### src/rtl/jk_bank_arbiter.sv
`default_nettype none
// ============================================================================
//  Module   : jk_bank_arbiter
//  Purpose  : Round-robin arbiter sharing a bank of JK flip-flops between
//             several requesters. Each granted operation pulses the target
//             flop's J/K for one clock, reads the new Q back and acks.
//  Revision : 1.0  initial release
// ============================================================================
module jk_bank_arbiter #(
  parameter int NREQ = 4,
  parameter int NFF  = 8,
  parameter int IDXW = 3
) (
  input  logic                     clk,
  input  logic                     rst,
  input  logic [NREQ-1:0]          req,
  input  logic [2*NREQ-1:0]        op,
  input  logic [IDXW*NREQ-1:0]     idx,
  input  logic [NFF-1:0]           q_in,
  output logic [NFF-1:0]           j_out,
  output logic [NFF-1:0]           k_out,
  output logic [NREQ-1:0]          ack,
  output logic                     rdata,
  output logic                     err,
  output logic                     busy,
  output logic [$clog2(NREQ)-1:0]  gnt_id
);

  localparam int GW = $clog2(NREQ);

  typedef enum logic [1:0] {
    ST_IDLE  = 2'd0,
    ST_DRIVE = 2'd1,
    ST_CHECK = 2'd2,
    ST_DONE  = 2'd3
  } state_t;

  state_t            state_q, state_d;
  logic [GW-1:0]     ptr_q, ptr_d;
  logic [GW-1:0]     gnt_q, gnt_d;
  logic [IDXW-1:0]   idx_q, idx_d;
  logic              oor_q, oor_d;
  logic [NFF-1:0]    j_q, j_d;
  logic [NFF-1:0]    k_q, k_d;
  logic [NREQ-1:0]   ack_q, ack_d;
  logic              rdata_q, rdata_d;
  logic              err_q, err_d;
  logic              busy_q, busy_d;

  logic              win_found;
  logic [GW-1:0]     win_id;
  logic [GW:0]       cand;
  logic [1:0]        op_sel;
  logic [IDXW-1:0]   idx_sel;
  logic              sel_oor;
  logic              q_bit;

  // Round-robin search: first pending request at or after ptr, wrapping.
  always_comb begin
    win_found = 1'b0;
    win_id    = '0;
    cand      = '0;
    for (int i = 0; i < NREQ; i++) begin
      cand = {1'b0, ptr_q} + (GW+1)'(i);
      if (cand >= (GW+1)'(NREQ)) begin
        cand = cand - (GW+1)'(NREQ);
      end
      if (!win_found && req[cand[GW-1:0]]) begin
        win_found = 1'b1;
        win_id    = cand[GW-1:0];
      end
    end
  end

  // Pick the winner's opcode/index and flag indices beyond the bank.
  always_comb begin
    op_sel  = '0;
    idx_sel = '0;
    for (int r = 0; r < NREQ; r++) begin
      if (win_id == GW'(r)) begin
        op_sel  = op[2*r +: 2];
        idx_sel = idx[IDXW*r +: IDXW];
      end
    end
    sel_oor = (int'(idx_sel) >= NFF);
  end

  // Read back the Q of the latched target flop.
  always_comb begin
    q_bit = 1'b0;
    for (int i = 0; i < NFF; i++) begin
      if (int'(idx_q) == i) begin
        q_bit = q_in[i];
      end
    end
  end

  // State and output registers; reset aborts any operation in flight.
  always_ff @(posedge clk or posedge rst) begin
    if (rst) begin
      state_q <= ST_IDLE;
      ptr_q   <= '0;
      gnt_q   <= '0;
      idx_q   <= '0;
      oor_q   <= 1'b0;
      j_q     <= '0;
      k_q     <= '0;
      ack_q   <= '0;
      rdata_q <= 1'b0;
      err_q   <= 1'b0;
      busy_q  <= 1'b0;
    end else begin
      state_q <= state_d;
      ptr_q   <= ptr_d;
      gnt_q   <= gnt_d;
      idx_q   <= idx_d;
      oor_q   <= oor_d;
      j_q     <= j_d;
      k_q     <= k_d;
      ack_q   <= ack_d;
      rdata_q <= rdata_d;
      err_q   <= err_d;
      busy_q  <= busy_d;
    end
  end

  // Next-state and registered-output logic; J/K and ack default to idle.
  always_comb begin
    state_d = state_q;
    ptr_d   = ptr_q;
    gnt_d   = gnt_q;
    idx_d   = idx_q;
    oor_d   = oor_q;
    j_d     = '0;
    k_d     = '0;
    ack_d   = '0;
    rdata_d = rdata_q;
    err_d   = err_q;
    busy_d  = busy_q;
    case (state_q)
      ST_IDLE: begin
        if (win_found) begin
          state_d = ST_DRIVE;
          gnt_d   = win_id;
          idx_d   = idx_sel;
          oor_d   = sel_oor;
          busy_d  = 1'b1;
          for (int i = 0; i < NFF; i++) begin
            if (!sel_oor && int'(idx_sel) == i) begin
              j_d[i] = op_sel[1];
              k_d[i] = op_sel[0];
            end
          end
        end
      end
      ST_DRIVE: begin
        state_d = ST_CHECK;
      end
      ST_CHECK: begin
        state_d = ST_DONE;
        for (int r = 0; r < NREQ; r++) begin
          ack_d[r] = (gnt_q == GW'(r));
        end
        rdata_d = q_bit & ~oor_q;
        err_d   = oor_q;
      end
      ST_DONE: begin
        state_d = ST_IDLE;
        busy_d  = 1'b0;
        ptr_d   = (gnt_q == GW'(NREQ-1)) ? '0 : gnt_q + 1'b1;
      end
      default: begin
        state_d = ST_IDLE;
      end
    endcase
  end

  assign j_out  = j_q;
  assign k_out  = k_q;
  assign ack    = ack_q;
  assign rdata  = rdata_q;
  assign err    = err_q;
  assign busy   = busy_q;
  assign gnt_id = gnt_q;

endmodule
`default_nettype wire

### config.mk
export PLATFORM = sky130hd
export DESIGN_NAME = jk_bank_arbiter
export DESIGN_NICKNAME = d
export VERILOG_FILES = /design/src/rtl/jk_bank_arbiter.sv
export SDC_FILE = /design/constraint.sdc
export NUM_CORES = 1
export LEC_CHECK = 0
export BUFFER_PORTS_ARGS = -buffer_cell sky130_fd_sc_hd__buf_2
export CAP_MARGIN = 20
export CORE_MARGIN = 3
export CORE_UTILIZATION = 38
export DETAILED_ROUTE_END_ITERATION = 10
export GPL_TIMING_DRIVEN = 1
export PLACE_DENSITY = 0.74
export SLEW_MARGIN = 30
export SYNTH_ARGS = -nofsm -noshare
export SYNTH_HDL_FRONTEND = slang
export SYNTH_SLANG_ARGS = --single-unit
### constraint.sdc
create_clock -name clk -period 2.7 [get_ports clk]
set_input_delay 0.81 -clock clk [delete_from_list [all_inputs] [get_ports clk]]
set_output_delay 0.81 -clock clk [all_outputs]
set_load 0.01 [all_outputs]
## Word level (Yosys, flattened, before mapping)

Index checks and enable logic that the tools add are counted.

- Add/sub/neg operators: 8
- Reductions and logical operators: 14
- Equality and inequality tests: 24
- $lt $le $gt $ge: 8
- Mux-type cells: 62

Operators with widths:

| operator | number |
|---|---|
| $mux 1 | 33 |
| $mux 8 | 4 |
| $mux 2 | 14 |
| $eq 3x3->1 const B | 8 |
| $eq 2x2->1 const B | 6 |
| $eq 3x2->1 const B | 4 |
| $lt 2x3->1 const B | 4 |
| $mux 3 | 4 |
| $ge 3x3->1 const B | 3 |
| $bmux 1 s2 | 4 |
| $pmux 2 s4 | 1 |
| $sub 2x1->2 const B | 4 |
| $add 2x2->3 const B | 2 |
| $eq 2x1->1 const B | 3 |
| $eq 3x1->1 const B | 2 |
| $logic_not 2->1 | 3 |
| $logic_not 3->1 | 2 |
| $mux 4 | 1 |
| $reduce_and 2->1 | 2 |
| $add 2x1->3 const B | 1 |
| $ge 2x3->1 const B | 1 |
| $logic_and 1x1->1 | 3 |
| $logic_not 1->1 | 3 |
| $add 2x1->2 const B | 1 |
| other kinds (3) | 3 |

- Input bits: 34
- Register bits: 31
- Output and inout bits: 25

## Longest topological paths before layout

Gate-level depths: netlist of the first run.

- Word-level depth: 23
- Depth in mapped cells: 6
- Mapped depth without buffers: 6

## Least setup slack after synthesis of the first run

Ideal clock, no wire load.

- Kind: input -> register
- Start point: in req[0]
- End point: reg j_q[2] (netlist: j_out[2])
- Arrival: 2172 ps
- Cell stages on the path: 6
- Slack: 427 ps
- Cells stage by stage: and2_4 -> and2_4 -> or3_4 -> and3_4 -> or3b_4 -> nor4_1

- Word-level cells in the longest chain between the ends: 21
- Elaborated cells on any way between the ends: 38
- Those cells by class: eq/ne (4); mux (27); reduce/logical (7)

RTL lines:

| element | line | text |
|---|---|---|
| start: declaration | 16 | `input logic [NREQ-1:0] req,` |
| $bmux 1 s2 | 68 | `if (!win_found && req[cand[GW-1:0]]) begin` |
| $mux 1 (implied by the code) | 68 |  |
| $mux 1 | 68 |  |
| $logic_not 1->1 | 68 |  |
| $logic_and 1x1->1 | 68 |  |
| $mux 1 | 68 |  |
| $logic_not 1->1 | 68 |  |
| $logic_and 1x1->1 | 68 |  |
| [3 not listed] | - |  |
| $mux 2 | 68 |  |
| $logic_not 2->1 | 80 | `if (win_id == GW'(r)) begin` |
| $mux 3 (4 in series) | 80 |  |
| $eq 3x3->1 | 149 | `if (!sel_oor && int'(idx_sel) == i) begin` |
| $mux 1 | 149 |  |
| $mux 8 * | 142 | `if (win_found) begin` |
| $mux 8 * | 140 | `case (state_q)` |
| via j_d[2] | 43 | `logic [NFF-1:0] j_q, j_d;` |
| end signal: assignment | 118 | `j_q <= j_d;` |
| end: declaration | 43 |  |

Mark *: on every way through the listed nets, which the timed path passes. The rest lies on a longest branch. The select of a mux whose other input is x is not followed.
A chain may end at the register's enable or synchronous reset.

## Final worst setup path of the first run

- Start point: in req[1]
- End point: reg k_q[6] (netlist: k_out[6])

- Word-level cells in the longest chain between the ends: 21
- Elaborated cells on any way between the ends: 38
- Those cells by class: eq/ne (4); mux (27); reduce/logical (7)

RTL lines:

| element | line | text |
|---|---|---|
| $bmux 1 s2 | 68 |  |
| $mux 1 (implied by the code) | 68 |  |
| $mux 1 | 68 |  |
| $logic_not 1->1 | 68 |  |
| $logic_and 1x1->1 | 68 |  |
| $mux 1 | 68 |  |
| $logic_not 1->1 | 68 |  |
| $logic_and 1x1->1 | 68 |  |
| [3 not listed] | - |  |
| $mux 2 | 68 |  |
| $logic_not 2->1 | 80 |  |
| $mux 3 (4 in series) | 80 |  |
| $eq 3x2->1 | 149 |  |
| $mux 1 | 149 |  |
| $mux 8 * | 142 |  |
| $mux 8 * | 140 |  |
| via k_d[6] | 44 | `logic [NFF-1:0] k_q, k_d;` |
| end signal: assignment | 119 | `k_q <= k_d;` |
| end: declaration | 44 |  |

Marked as above.

==> results of run 1 <==
[area by class of cell]
type,instances,area share [%]
clock inverters,2,1.691
multi-input cells,106,37.68
well taps,48,2.899
repair buffers,61,15.22
clock buffers,6,3.986
flip-flops and latches,31,37.44
inverters,6,1.087
[registers in the layout, indices dropped and copies added (netlist names)]
signal   flops
k_out        8
ack          4
state_q      2
ptr_q        2
j_out        8
idx_q        3
busy         1
rdata        1
gnt_id       2
[synthesized netlist by cell type (2+ instances only)]
| library cell | n | area (um^2) |
|---|---|---|
| a21oi_1 | 2 | 10.01 |
| and2_1 | 5 | 31.28 |
| and2_4 | 2 | 17.52 |
| and4_1 | 4 | 35.03 |
| dfrtp_1 | 31 | 775.7 |
| ha_1 | 7 | 87.58 |
| inv_1 | 6 | 22.52 |
| mux2_2 | 4 | 45.04 |
| mux2i_1 | 5 | 50.05 |
| mux4_2 | 2 | 45.04 |
| nand2_1 | 10 | 37.54 |
| nand2b_1 | 4 | 25.02 |
| nand3_1 | 7 | 35.03 |
| nor2_1 | 5 | 18.77 |
| nor2b_1 | 2 | 12.51 |
| nor4_1 | 13 | 81.33 |
| o21ai_0 | 13 | 65.06 |
[power by group through the flow]
stage	logic (W)	registers [W]	clock network (W)
after floorplan	0.000594	0.000714	0
after global routing	0.000979	0.000713	0.000497
after global placement	0.000845	0.000692	0
after CTS	0.000871	0.000693	0.000473
final	0.000863	0.000691	0.000466
after detailed placement	0.000868	0.000700	0
[stage by stage]
| step | cells | area (um^2) |
|---|---|---|
| 4_1_cts | 260 | 2072 |
| 5_1_grt | 260 | 2072 |
| 3_3_place_gp | 252 | 1954 |
| 6_report | 260 | 2072 |
| 2_1_floorplan | 145 | 1590 |
| 3_5_place_dp | 252 | 1954 |
[worst max-delay path: stages]
cell      delay, ns
buf_2          0.12
nand2b_1       0.15
o211a_1        0.26
nor2_2         0.21
mux2i_1        0.12
mux2i_1        0.52
and4_1         0.29
[how the worst min path moves through the flow]
| stage | slack (ns) | endpoint |
|---|---|---|
| 4_1_cts | 0.53 | idx_q[1]$_DFFE_PP0P_ |
| 3_5_place_dp | 0.51 | idx_q[1]$_DFFE_PP0P_ |
| 3_3_place_gp | 0.51 | rdata$_DFFE_PP0P_ |
| 6_report | 0.53 | idx_q[1]$_DFFE_PP0P_ |
| 2_1_floorplan | 0.47 | idx_q[1]$_DFFE_PP0P_ |
| 5_1_grt | 0.54 | state_q[0]$_DFFE_PP0P_ |
[metal layers]
layer,GRT usage (%),vias up
li1,-,664
met1,19.28,618
met2,22.14,57
met3,4.403,4
met4,7.098,0
met5,0,-
[logic make-up after synthesis]
family                     Yosys count
AOI/OAI and AO/OA                   25
buffers and inverters                8
DFF                                 31
and+or+nand+nor                     62
adders and majority gates            7
other                                1
muxes                               11
==> results.yml, run 1 <==
grt:
  antenna_found_initial: 0
  grt_max_degree: 32
  overflow: 0
  grt_pass1_wl_um: 5802
  grt_usage_pct: 14.69
  grt_pass1_vias: 1238
cells_and_area:
  multiInputGateArea_um2: 780.7
  nNetsFinal: 252
  regArea_um2: 775.7
  drive_gt1_share_pct: 40.09
  final_core_util_pct: 53.77
  final_cell_mix: "buf_2 (57), dfrtp_1 (31), nor4_1 (13), o21ai_0 (13), nand2_1 (10)"
  area_growth_syn_to_layout_pct: 30.29
  mostFrequentLayoutCell: "buf_2"
  insertedDiodeCount: 0
  num-fill-cells: 369
power_and_ir_drop:
  p_sw_share_pct: 36.95
  switchingPower_w: 0.0007465
  p_leak_nw: 1.067
  p_total_w: 0.002020
  peakVddDrop_mv: 0.3414
  p_comb_share_pct: 42.7
  p_clk_share_pct: 23.0
  pwr_density_cell_nw_per_um2: 975.1
  intPower_w: 0.001274
  p_seq_share_pct: 34.2
detailed_routing:
  met1_length_um: 1546
  vias: 1343
  drc: 0
  wl_met3_um: 284
  routedWlPerCell_um: 13.40
  drtPass1Iterations: 4
  drtIter0Drc: 57
  routed_via_density: 5.165
  wirelength_um: 3485
  highest-signal-layer: "met4"
  postRouteAntennaNets: 0
  wl_met2_um: 1596
placement:
  place_congestion: 0.8215
  io_buffers: 57
  dp_slack_ns: 0.1356
  dpl.hpwl_um: 2766
die:
  core-area_um2: 3854
  initial_core_util_pct: 41.27
  die_w_um: 70.69
  rows: 22
  die_area_um2: 4997
  io_pins: 59
  die_h_um: 70.69
clock_network:
  cts_resized: 0
  post-cts-setup-buffers: 0
  cts_made_buffers: 5
  clock-sinks: 31
  clock_latency_ns: 0.28
  htreeDepth: 2
  cts_max_path_buffers: 2
  root_buffer: "clkbuf_8"
  holdBufCountCts: 0
  cts_tree: "yes"
  clk_pin_slew_ns: 0.06
logic_synthesis:
  ys_types: 40
  synth_compound_area_share_pct: 10.31
  ys.warnings.count: 0
  synth-xor-area-share_pct: 0
  synthesis.nets: 186
  yosysSeqAreaShare_pct: 48.78
  syn_area_um2: 1590
  synthMuxAreaShare_pct: 8.812
  synthAdderAreaFrac_pct: 5.507
  synth-seq-cells: 31
  synth_top_family_by_area: "simple AND/OR/NAND/NOR gates"
  synth_ff_type: "dfrtp_1"
  synth_edf_count: 0
  avgSynthCellArea_um2: 10.97
  yosys.area_share.simple_pct: 24.23
  synth-async-reset-ratio_pct: 100.0
  syn_inst: 145
critical_path:
  cp_data_required_time_ns: 2.91
  cp.arrival_ns: 2.50
  crit_fanout: 8
  startpoint: "req[1]"
  ff2ff_path_depth: 6
  crit_path_end: "k_out[6]$_DFF_PP0_"
  r2r_slack_ns: 0.59
  r2r-end: "k_out[6]$_DFF_PP0_"
  worstSetupStartpointType: "input port"
  critPathCaptureType: "flip-flop"
  r2r-start: "ptr_q[1]$_DFFE_PP0P_"
  worst-setup-path-type: "input port to flip-flop"
timing:
  maxSlewHeadroom_pct: 56.72
  finalHoldViolCount: 0
  fmax_mhz: 437.2
  tightest_slew_ns: 0.6311
  holdWs_ns: 0.5285
  fin_worst_skew_ns: 0.003877
  finalSetupViolCount: 0
  post-route-period-util_pct: 84.72
  min_period_ns: 2.287
  finalSetupTns_ns: 0
  finalMaxSlewViolations: 0
  final.setup.worst_slack_ns: 0.4127
  rsz0062_at_grt: "no"
hold_path:
  worstHoldPathCells: 2
  min-delay-start: "idx_q[1]$_DFFE_PP0P_"
  hp-class: "flip-flop to flip-flop"
outcome:
  status: "finished clean"
run:
  drv_cap: 0
Note: power is estimated with default switching activity, not from simulation.
==> inputs of run 2 (changes only) <==
--- a/config.mk
+++ b/config.mk
@@ -11,7 +11,7 @@
 export CORE_UTILIZATION = 38
 export DETAILED_ROUTE_END_ITERATION = 10
 export GPL_TIMING_DRIVEN = 1
-export PLACE_DENSITY = 0.74
+export PLACE_DENSITY = 0.77
 export SLEW_MARGIN = 30
 export SYNTH_ARGS = -nofsm -noshare
 export SYNTH_HDL_FRONTEND = slang
==> constraint.sdc (replaced) <==
create_clock -name clk -period 1.9 [get_ports clk]
set_input_delay 0.57 -clock clk [delete_from_list [all_inputs] [get_ports clk]]
set_output_delay 0.57 -clock clk [all_outputs]
set_load 0.01 [all_outputs]
==> run 2 against run 1 <==
Critical endpoint is now k_out[4]$_DFF_PP0_. Register-to-register slack worse by 0.76 ns. Core utilization up 11 points. Critical path type is now flip-flop to flip-flop. Non-clock buffer count up 17. Clock skew up 0.00068 ns. Combinational power up 130%. Hold slack worse by 0.16 ns. The run now ends with negative setup slack left.
==> results.yml, run 2 (synthesized netlist as in run 1, its figures left out) <==
outcome:
  status: "finished with violations"
  violations: "negative setup slack"
timing:
  rsz0062_at_grt: "yes"
  min_period_ns: 2.070
  post-route-period-util_pct: 108.9
  fin_worst_skew_ns: 0.004554
  finalMaxSlewViolations: 0
  holdWs_ns: 0.3650
  final.setup.worst_slack_ns: -0.1698
  finalSetupViolCount: 17
  finalHoldViolCount: 0
  fmax_mhz: 483.1
grt:
  grt_pass1_wl_um: 6437
  grt_pass1_vias: 1443
  antenna_found_initial: 0
  grt_usage_pct: 15.95
  grt_max_degree: 32
  overflow: 0
critical_path:
  worstSetupStartpointType: "flip-flop"
  r2r-start: "ptr_q[1]$_DFFE_PP0P_"
  crit_fanout: 5
  worstPathCellList: "and2_4, and2_4, or3_4, and3_4, buf_4, or2_4, and4_1"
  worst-setup-path-type: "flip-flop to flip-flop"
  cpPeakStageDelay_ns: 0.44
  cp_slowest_cell: "dfrtp_2"
  cp_data_required_time_ns: 2.06
  r2r_slack_ns: -0.17
  ff2ff_path_depth: 7
  cp_common_cell: "and2_4"
  critPathCaptureType: "flip-flop"
  r2r-end: "k_out[4]$_DFF_PP0_"
  cp.arrival_ns: 2.23
detailed_routing:
  drtIter0Drc: 93
  drc: 0
  postRouteAntennaNets: 0
  wirelength_um: 4425
  routedWlPerCell_um: 15.92
  vias: 1515
  drtPass1Iterations: 4
  routed_via_density: 5.450
clock_network:
  htreeDepth: 2
  root_buffer: "clkbuf_8"
  clock-sinks: 31
  cts_made_buffers: 5
  holdBufCountCts: 0
  clk_pin_slew_ns: 0.07
  cts_max_path_buffers: 2
  cts_tree: "yes"
  clock_latency_ns: 0.27
cells_and_area:
  num-fill-cells: 303
  final_cells: 278
  drive_gt1_share_pct: 60.43
  multiInputGateArea_um2: 1070
  regArea_um2: 777.0
  final_cell_mix: "buf_2 (57), dfrtp_1 (30), buf_4 (16), nor4_2 (8)"
  nNetsFinal: 270
  insertedDiodeCount: 0
  mostFrequentLayoutCell: "buf_2"
  area_growth_syn_to_layout_pct: 57.75
die:
  io_pins: 59
  core-area_um2: 3854
  rows: 22
  initial_core_util_pct: 41.27
  die_h_um: 70.69
  die_w_um: 70.69
  die_area_um2: 4997
placement:
  dpl.hpwl_um: 2882
  io_buffers: 57
  dp.cells: 262
  place_congestion: 0.7977
hold_path:
  hp-class: "input port to async pin"
power_and_ir_drop:
  peakVddDrop_mv: 0.6177
  pwr_density_cell_nw_per_um2: 1450
  p_leak_nw: 1.205
run:
  drv_cap: 0
run 2: worst max path at each step:
stage	startpoint	to	slack, ns	cells after the start
finish	ptr_q[1]$_DFFE_PP0P_	k_out[4]$_DFF_PP0_	-0.17	7
global route	ptr_q[1]$_DFFE_PP0P_	j_out[3]$_DFF_PP0_	-0.21	6
CTS	ptr_q[1]$_DFFE_PP0P_	j_out[7]$_DFF_PP0_	-0.14	6
detailed placement	req[0]	j_out[2]$_DFF_PP0_	-0.48	7
global placement	req[2]	j_out[7]$_DFF_PP0_	-0.38	7
floorplan	req[0]	j_out[2]$_DFF_PP0_	-0.13	6
run 2: routing by layer:
metal,vias up,share of wire [%],global-route usage (%),wire (um)
met3,9,6.6,3.977,293
met1,741,41,20.67,1793
met5,-,0,0,0
met2,64,51,25.03,2235
li1,701,-,-,-
met4,0,2.3,7.516,102
run 2: critical path: cells and delay by family (launching register included):
kind | cells | cell delay, ns
buffers and inverters | 1 | 0.14
flip-flops | 1 | 0.44
AND/OR/NAND/NOR | 6 | 1.38
run 2: final cells by class:
| type | count | share of cell area [%] |
|---|---|---|
| Clock buffer | 6 | 3.292 |
| Clock inverter | 2 | 1.397 |
| Inverter | 6 | 0.8978 |
| Multi-Input combinational cell | 107 | 42.64 |
| Sequential cell | 31 | 30.97 |
| Tap cell | 48 | 2.394 |
| Timing Repair Buffer | 78 | 18.40 |
run 2: power by group:
group	total (W)	switching [W]	internal [W]
Combinational	0.00200	0.00107	0.000929
Sequential	0.000981	0.000137	0.000844
Clock	0.000656	0.000232	0.000424
Total	0.00364	0.00144	0.00220
run 2: stage by stage:
| step | setup TNS (ns) | power [W] | instance area [um^2] | util [%] | setup WS (ns) |
|---|---|---|---|---|---|
| final | -1.881 | 0.003637 | 2509 | 65.10 | -0.1698 |
| after global routing | -3.065 | 0.003874 | 2509 | 65.10 | -0.2150 |
| after CTS | -1.492 | 0.003282 | 2335 | 60.58 | -0.1443 |
| after detailed placement | -6.278 | 0.002344 | 2037 | 52.86 | -0.4829 |
| after global placement | -5.325 | 0.002302 | 2037 | 52.86 | -0.3765 |
| after floorplan | -0.7505 | 0.001861 | 1598 | - | -0.1321 |
run 2: what timing repair did:
action / CTS / global route
setup endpoints to repair: 16 / 19
setup buffers: 4 / 3
gates resized for setup: 30 / 34
pin swaps: 6 / 12
gates cloned: 1 / 0
